$ cat src/rtl/sram_bridge_pkg.sv
`default_nettype none
// ============================================================================
//  Module      : sram_bridge_pkg
//  Description : Shared types and constants for the SRAM request bridge:
//                FSM state encoding and timeout counter width.
//  Revision    : 1.0 - initial release
// ============================================================================
package sram_bridge_pkg;

  // Bridge control states
  typedef enum logic [1:0] {
    IDLE = 2'd0,
    BUSY = 2'd1,
    DONE = 2'd2
  } state_t;

  // Width of the optional mem_ack timeout counter (covers TIMEOUT up to 255)
  localparam int TIMER_W = 8;

endpackage : sram_bridge_pkg
`default_nettype wire

$ cat src/rtl/sram_if.sv
`default_nettype none
// ============================================================================
//  Module      : sram (interface)
//  Description : Simple stall-based SRAM bus. The master drives en/we/addr/
//                data_w and holds them while stall is high; the responder
//                returns data_r and stall.
//  Revision    : 1.0 - initial release
// ============================================================================
interface sram;
  logic        en;
  logic        we;
  logic [31:0] addr;
  logic [31:0] data_w;
  logic [31:0] data_r;
  logic        stall;

  modport master (output en, we, addr, data_w, input data_r, stall);
  modport slave  (input en, we, addr, data_w, output data_r, stall);
endinterface : sram
`default_nettype wire

$ cat src/rtl/sram_bridge_timer.sv
`default_nettype none
// ============================================================================
//  Module      : bridge_timer
//  Description : Wait-cycle counter for the bridge. Cleared when an access
//                starts, advanced on every BUSY cycle that has no mem_ack.
//                expired fires in the cycle whose increment would make the
//                count reach TIMEOUT, so an access sees exactly TIMEOUT
//                unacknowledged BUSY cycles before being given up.
//  Revision    : 1.0 - initial release
// ============================================================================
module bridge_timer
  import sram_bridge_pkg::*;
#(
  parameter int TIMEOUT = 255
)(
  input  logic clk,
  input  logic rst,
  input  logic clear,
  input  logic count,
  output logic expired
);

  localparam logic [TIMER_W-1:0] LIMIT = TIMER_W'(TIMEOUT - 1);

  logic [TIMER_W-1:0] cnt;

  // Wait counter: clear at access start, step on each waiting cycle
  always_ff @(posedge clk) begin
    if (!rst) begin
      cnt <= '0;
    end else if (clear) begin
      cnt <= '0;
    end else if (count) begin
      cnt <= cnt + TIMER_W'(1);
    end
  end

  assign expired = count && (cnt == LIMIT);

endmodule : bridge_timer
`default_nettype wire

$ cat src/rtl/sram_bridge.sv
`default_nettype none
// ============================================================================
//  Module      : sram_bridge
//  Description : Bridges a stall-based SRAM slave port to a registered
//                req/ack memory interface. Misaligned addresses and memory
//                errors raise a one-cycle err_valid pulse with err_addr.
//                Optional mem_ack timeout enabled by SRAM_BRIDGE_TIMEOUT_EN.
//  Revision    : 1.0 - initial release
// ============================================================================
module sram_bridge
  import sram_bridge_pkg::*;
#(
  parameter int TIMEOUT = 255
)(
  input  logic        clk,
  input  logic        rst,
  sram.slave          bus,
  output logic        mem_req,
  output logic        mem_we,
  output logic [31:0] mem_addr,
  output logic [31:0] mem_wdata,
  input  logic [31:0] mem_rdata,
  input  logic        mem_ack,
  input  logic        mem_err,
  output logic        err_valid,
  output logic [31:0] err_addr
);

  state_t      state;
  logic [31:0] data_r_reg;
  logic        start;
  logic        misaligned;
  logic        busy_wait;
  logic        timeout;

  assign start      = (state == IDLE) && bus.en && (bus.addr[1:0] == 2'b00);
  assign misaligned = (state == IDLE) && bus.en && (bus.addr[1:0] != 2'b00);
  assign busy_wait  = (state == BUSY) && !mem_ack;

  // Stall holds the master from the request cycle until the access ends;
  // DONE always releases it so the master advances exactly once.
  assign bus.stall  = ((state == IDLE) && bus.en) || (state == BUSY);
  assign bus.data_r = data_r_reg;

`ifdef SRAM_BRIDGE_TIMEOUT_EN
  bridge_timer #(
    .TIMEOUT (TIMEOUT)
  ) u_timer (
    .clk     (clk),
    .rst     (rst),
    .clear   (start),
    .count   (busy_wait),
    .expired (timeout)
  );
`else
  logic unused_timeout;
  assign unused_timeout = (TIMEOUT != 0) && busy_wait;
  assign timeout        = 1'b0;
`endif

  // Main control FSM with registered memory-side and error outputs
  always_ff @(posedge clk) begin
    if (!rst) begin
      state      <= IDLE;
      mem_req    <= 1'b0;
      mem_we     <= 1'b0;
      mem_addr   <= '0;
      mem_wdata  <= '0;
      data_r_reg <= '0;
      err_valid  <= 1'b0;
      err_addr   <= '0;
    end else begin
      err_valid <= 1'b0;
      case (state)
        IDLE: begin
          if (start) begin
            mem_we    <= bus.we;
            mem_addr  <= bus.addr;
            mem_wdata <= bus.data_w;
            mem_req   <= 1'b1;
            state     <= BUSY;
          end else if (misaligned) begin
            err_valid <= 1'b1;
            err_addr  <= bus.addr;
            state     <= DONE;
          end
        end
        BUSY: begin
          // An ack always wins over a timeout landing in the same cycle
          if (mem_ack) begin
            mem_req <= 1'b0;
            state   <= DONE;
            if (mem_err) begin
              err_valid <= 1'b1;
              err_addr  <= mem_addr;
            end else if (!mem_we) begin
              data_r_reg <= mem_rdata;
            end
          end else if (timeout) begin
            mem_req   <= 1'b0;
            err_valid <= 1'b1;
            err_addr  <= mem_addr;
            state     <= DONE;
          end
        end
        DONE: begin
          state <= IDLE;
        end
        default: begin
          mem_req <= 1'b0;
          state   <= IDLE;
        end
      endcase
    end
  end

endmodule : sram_bridge
`default_nettype wire

$ cat src/flat_wrapper.sv
// flat-port wrapper written by rule: the top's interface ports become plain ports
module sram_bridge_flat import sram_bridge_pkg::*;
#(
  parameter int TIMEOUT = 255
)
  (clk, rst, mem_req, mem_we, mem_addr, mem_wdata, mem_rdata, mem_ack, mem_err, err_valid, err_addr, bus_en, bus_we, bus_addr, bus_data_w, bus_data_r, bus_stall);
  sram bus_i ();
  input  logic clk;
  input  logic rst;
  output logic mem_req;
  output logic mem_we;
  output logic [31:0] mem_addr;
  output logic [31:0] mem_wdata;
  input  logic [31:0] mem_rdata;
  input  logic mem_ack;
  input  logic mem_err;
  output logic err_valid;
  output logic [31:0] err_addr;
  input wire logic [$bits(bus_i.en)-1:0] bus_en;
  input wire logic [$bits(bus_i.we)-1:0] bus_we;
  input wire logic [$bits(bus_i.addr)-1:0] bus_addr;
  input wire logic [$bits(bus_i.data_w)-1:0] bus_data_w;
  output wire logic [$bits(bus_i.data_r)-1:0] bus_data_r;
  output wire logic [$bits(bus_i.stall)-1:0] bus_stall;
  assign bus_i.en = bus_en;
  assign bus_i.we = bus_we;
  assign bus_i.addr = bus_addr;
  assign bus_i.data_w = bus_data_w;
  assign bus_data_r = bus_i.data_r;
  assign bus_stall = bus_i.stall;
  sram_bridge #(.TIMEOUT(TIMEOUT)) u_core (.clk(clk), .rst(rst), .bus(bus_i), .mem_req(mem_req), .mem_we(mem_we), .mem_addr(mem_addr), .mem_wdata(mem_wdata), .mem_rdata(mem_rdata), .mem_ack(mem_ack), .mem_err(mem_err), .err_valid(err_valid), .err_addr(err_addr));
endmodule
$ cat config.mk
export PLATFORM = sky130hd
export DESIGN_NAME = sram_bridge_flat
export DESIGN_NICKNAME = d
export VERILOG_FILES = /design/src/rtl/sram_bridge_pkg.sv /design/src/rtl/sram_if.sv /design/src/rtl/sram_bridge_timer.sv /design/src/rtl/sram_bridge.sv /design/src/flat_wrapper.sv
export SDC_FILE = /design/constraint.sdc
export NUM_CORES = 1
export LEC_CHECK = 0
export BUFFER_PORTS_ARGS = -buffer_cell sky130_fd_sc_hd__buf_2
export CORE_ASPECT_RATIO = 0.7
export CORE_MARGIN = 2
export CORE_UTILIZATION = 51
export DETAILED_ROUTE_END_ITERATION = 7
export GPL_TIMING_DRIVEN = 0
export PLACE_DENSITY = 0.86
export SLEW_MARGIN = 20
export SYNTH_ARGS = -nofsm -noshare
export SYNTH_HDL_FRONTEND = slang
export SYNTH_SLANG_ARGS = --single-unit
$ cat constraint.sdc
create_clock -name clk -period 2.8 [get_ports clk]
set_input_delay 0.28 -clock clk [delete_from_list [all_inputs] [get_ports clk]]
set_output_delay 0.28 -clock clk [all_outputs]
set_load 0.005 [all_outputs]
* After elaboration in Yosys (flattened, before gate mapping)
Index checks and enable logic that the tools add are counted.
** Storage, ports and cells
- Register bits :: 133
- Output and inout bits :: 132
** Cells by class
- Equal/unequal tests :: 8
- Muxes and demuxes :: 17
- Bitwise gates (word level) :: 3
- Reduce and logical (&&, ||, !) cells :: 13
** Operator list (number)
- $mux W32 :: 4
- $pmux W32 S2 :: 1
- $mux W1 :: 6
- $mux W2 :: 3
- $ne A2 B2 Y1 const B :: 3
- $reduce_and A5 Y1 :: 1
- $logic_not A2 Y1 :: 2
- $ne A2 B1 Y1 const B :: 2
- $pmux W2 S2 :: 1
- $reduce_and A2 Y1 :: 2
- $reduce_and A4 Y1 :: 1
- $reduce_bool A2 Y1 :: 2
- $logic_and A1 B1 Y1 :: 3
- $ne A3 B1 Y1 const B :: 1
- $not A1 Y1 :: 3
- $pmux W1 S3 :: 1
- $reduce_and A3 Y1 :: 1
- $eq A2 B1 Y1 const B :: 1
- $eq A2 B2 Y1 const B :: 1
- $pmux W1 S2 :: 1
- $logic_or A1 B1 Y1 :: 1

* Depth between registers and ports, before layout
- Depth after elaboration :: 6
- Mapped depth :: 7
- Gate-level depth less buffers :: 4

* Worst setup path after synthesis
OpenSTA, ideal clock, no wires.
- Path kind :: reg-to-reg
- Start point :: register u_core.state[0]
- End point :: register u_core.data_r_reg[20], in the netlist u_core.bus.data_r[20]
- Library setup time :: 116 ps
- Arrival time :: 1483 ps
- Required time :: 2684 ps
- Slack :: 1200 ps
- Cell stages (with the launch flop) :: 8
- Path buffers :: 3
- Cell sequence :: dfxtp_1 nand2b_1 buf_6 or4b_1 buf_2 buf_6 nand2_1 a21boi_1
** On the way
- Cells in the longest elaborated chain, start to end :: 2
** Ends and longest elaborated chain
- start: declaration :: RTL line sram_bridge.sv:29 : state_t state;
- start signal: assignment :: RTL line sram_bridge.sv:64 : state <= IDLE;
- start signal: assignment :: RTL line sram_bridge.sv:81 : state <= BUSY;
- start signal: assignment :: RTL line sram_bridge.sv:85 : state <= DONE;
- $eq A2 B1 Y1
- $reduce_and A4 Y1 (no line)
- end signal: assignment :: RTL line sram_bridge.sv:97 : data_r_reg <= mem_rdata;
- end: declaration :: RTL line sram_bridge.sv:30 : logic [31:0] data_r_reg;
Every way passes these cells.
A chain may end at the register's enable or synchronous reset.

* Final worst setup path
- Start point :: register u_core.state[0]
- End point :: register u_core.mem_wdata[11]
** On the way
- Cells in the longest elaborated chain, start to end :: 4
** Ends and longest elaborated chain
- $logic_not A2 Y1 (*) :: RTL line sram_bridge.sv:36, sram_bridge.sv:74
- $logic_and A1 B1 Y1 (2 in series) :: RTL line sram_bridge.sv:36 : assign start = (state == IDLE) && bus.en && (bus.addr[1:0] == 2'b00);
- $reduce_and A2 Y1 (no line) (*)
- end signal: assignment :: RTL line sram_bridge.sv:79 : mem_wdata <= bus.data_w;
- end: declaration :: RTL line sram_bridge.sv:21 : output logic [31:0] mem_wdata,
Mark *: on every way between the ends. The rest lies on a longest branch, timed or not.

==> metrics.md <==
| Metric | Value |
|---|---|
| Crit Path Class | `flop to flop` |
| Die width | `125 um` |
| Cell area after layout | `7120 sq um` |
| CTS clock-pin slew for the worst setup and hold paths | `0.05 ns` |
| IO Count | `234` |
| Nets | `935` |
| Yosys reg bits | `133` |
| Synth Instances | `around 580` |
| HPWL after DPL | `between 10000 and 15000 um` |
| Longest Clk Path Bufs | `2` |
| FP Rows | `30` |
| Relative slew slack | `0.652` |
| RSZ-0062 raised after global routing | `no` |
| Vias in the first global route | `roughly 5000` |
| Total Neg Setup Slack | `0 ns` |
| Die H | `around 89 um` |
| Post-CTS setup buffers | `0` |
| Final Hold Vio Count | `0` |
| Post-cts resize count | `0` |
| Routed WL | `approximately 15000 um` |
| Final ANT Viol Nets | `0` |
| ANT cells | `0` |
| Clock Latency Late Sink | `roughly 0.40 ns` |
| Number of synthesized flops with an enable pin | `0` |
| Max cap viols | `0` |
| Filler Cell Count | `just under 800` |
| Root buffer cell | `clkbuf_16` |
| Share of layout cells above drive strength 1 | `0.337` |
| Critical Path End Type | `flop` |
| Routability-driven placement congestion ratio | `a little under 0.9` |
| WP data required | `3.12 ns` |
| Hold_buf cts | `0` |
| P&R area growth vs syn | `36.4%` |
| Hold Startpoint | `mem_rdata[6]` |
| Global-route wire length before repair | `24500 um` |
| Initial antenna violation count | `0` |
| H-tree Lvls | `4` |
| Initial DRC Count | `233` |
| # DRC | `0` |
| Setup WS pre-CTS | `between 0.8 and 0.9 ns` |
| Hold crit path type | `primary input to flop` |
| Hold depth | `3` |
| Die area | `between 10000 and 15000 sq um` |
| Via density | `5.16` |
| Worst Path Arrival | `2.30 ns` |
| Most common cell after layout, fill and taps aside | `buf_2` |
| Status | `finished, final reports clean` |
| Total grt overflow | `0` |
| Port bufs | `232` |
| IR Drop Worst-Case VDD | `464 uV` |
| Beginning of the critical path | `u_core.state[0]` |
| Core box area | `9830 sq um` |
| Worst r2r src | `u_core.state[0]` |
| Fin util | `0.724` |
| Net Count, Synth | `684` |
| Worst setup margin | `0.823 ns` |
| Fmax | `506 MHz` |
| Area after DPL | `6540 sq um` |
| Pwr Density | `647 nW/um^2` |
| Synth area leaders | `dfxtp_1 (51%), nand2_1 (16%), a21boi_0 (9.5%)` |
| P_leak | `3.73 nW` |
| R2r setup slk | `0.82 ns` |
| Clk sinks | `133` |
| Setup-failing EPs final | `0` |
| WL/cell | `15.9 um` |
| Initial DRT Pass Iterations | `5` |
| FF-to-FF path depth | `6` |
| Final Power | `4.60 mW` |
| Post-Syn Area | `5220 sq um` |
| Slew at the pin with the worst max-slew slack | `0.521 ns` |
| CP startpoint kind | `flop` |
| Fin. max-slew vios | `0` |
| Starting Density | `0.531` |
| Ys async rst share | `0` |
| Largest net degree at the start of global routing | `17` |
| Post-synth top flop | `dfxtp_1` |
| CP max FO | `10` |
| Minimum clock period | `1.98 ns` |
| Commonest cells after routing, fill and taps aside | `buf_2 (251), nand2_1 (224), dfxtp_1 (133), a21boi_0 (66)` |
| Tcrit/Tclk final | `0.706` |
| GRT Overall Usage | `0.278` |
| CTS tree | `done` |
| Clk_skew | `between 0.006 and 0.007 ns` |
| Cell taking the most area after synthesis | `dfxtp_1` |
| Register area share after synthesis | `0.510` |
| Synth top area share | `0.510` |
| Cts bufs inserted | `17` |
| Vias after detailed routing | `5023` |
| YS warnings | `0` |
| Syn_area_per_cell | `8.97 sq um` |
| Synth unique cells | `21` |
worst paths after layout:
kind | endpoint
min reg2reg | u_core.bus.data_r[4]
max | u_core.mem_wdata[11]
min | u_core.bus.data_r[6]
max reg2reg | u_core.mem_wdata[11]
Yosys cell counts, drive strengths merged (2+ instances only):
master and n:
a21boi 96, buf 23, o211a 33, dfxtp 133, nand2 224, and3 3, nor2 3, clkbuf 23
o21ai 2, mux2i 33
report_power, final:
group | internal (mW) | switching [mW]
Sequential | 1.98 | 0.0476
Clock | 1.37 | 0.767
Combinational | 0.212 | 0.231
critical path, cell delays in order, from the launching register on:
cell and delay, ns:
dfxtp_1 0.45, nor4_1 0.11, nand2_1 0.20, clkbuf_1 0.41, clkbuf_1 0.41, nand2_1 0.11, a21boi_0 0.20
final cells by class:
type                    instances  area [sq um]  area share
clock inverters                 9           103      0.0144
inverters                       1          3.75    0.000527
well taps                     128           160      0.0225
clock buffers                  22           474      0.0666
flip-flops and latches        133          2660       0.374
plain buffers                  46           226      0.0318
multi-input cells             402          2330       0.327
repair buffers                232          1160       0.163
layer usage:
layer | vias to the layer above | global-route usage | wire length [um]
met5 | - | 0 | 0
met4 | 0 | 0.0848 | 197
met3 | 21 | 0.0707 | 1090
met2 | 195 | 0.490 | 7400
met1 | 2369 | 0.342 | 6760
li1 | 2438 | - | -
through the flow:
stage	hold slack [ns]	instances
2_1_floorplan	0.415	582
5_1_grt	0.106	973
4_1_cts	0.107	973
3_5_place_dp	0.442	942
3_3_place_gp	0.438	942
6_report	0.121	973
cell families (layout without fill, tap and decap cells):
kind of cell	Yosys count	in the layout	share of synthesized area
mux	33	33	0.0633
buf+inv	47	310	0.0441
flops	133	133	0.510
simple gates	236	236	0.176
compound gates	133	133	0.206
Power figures use the tool's default switching activity.
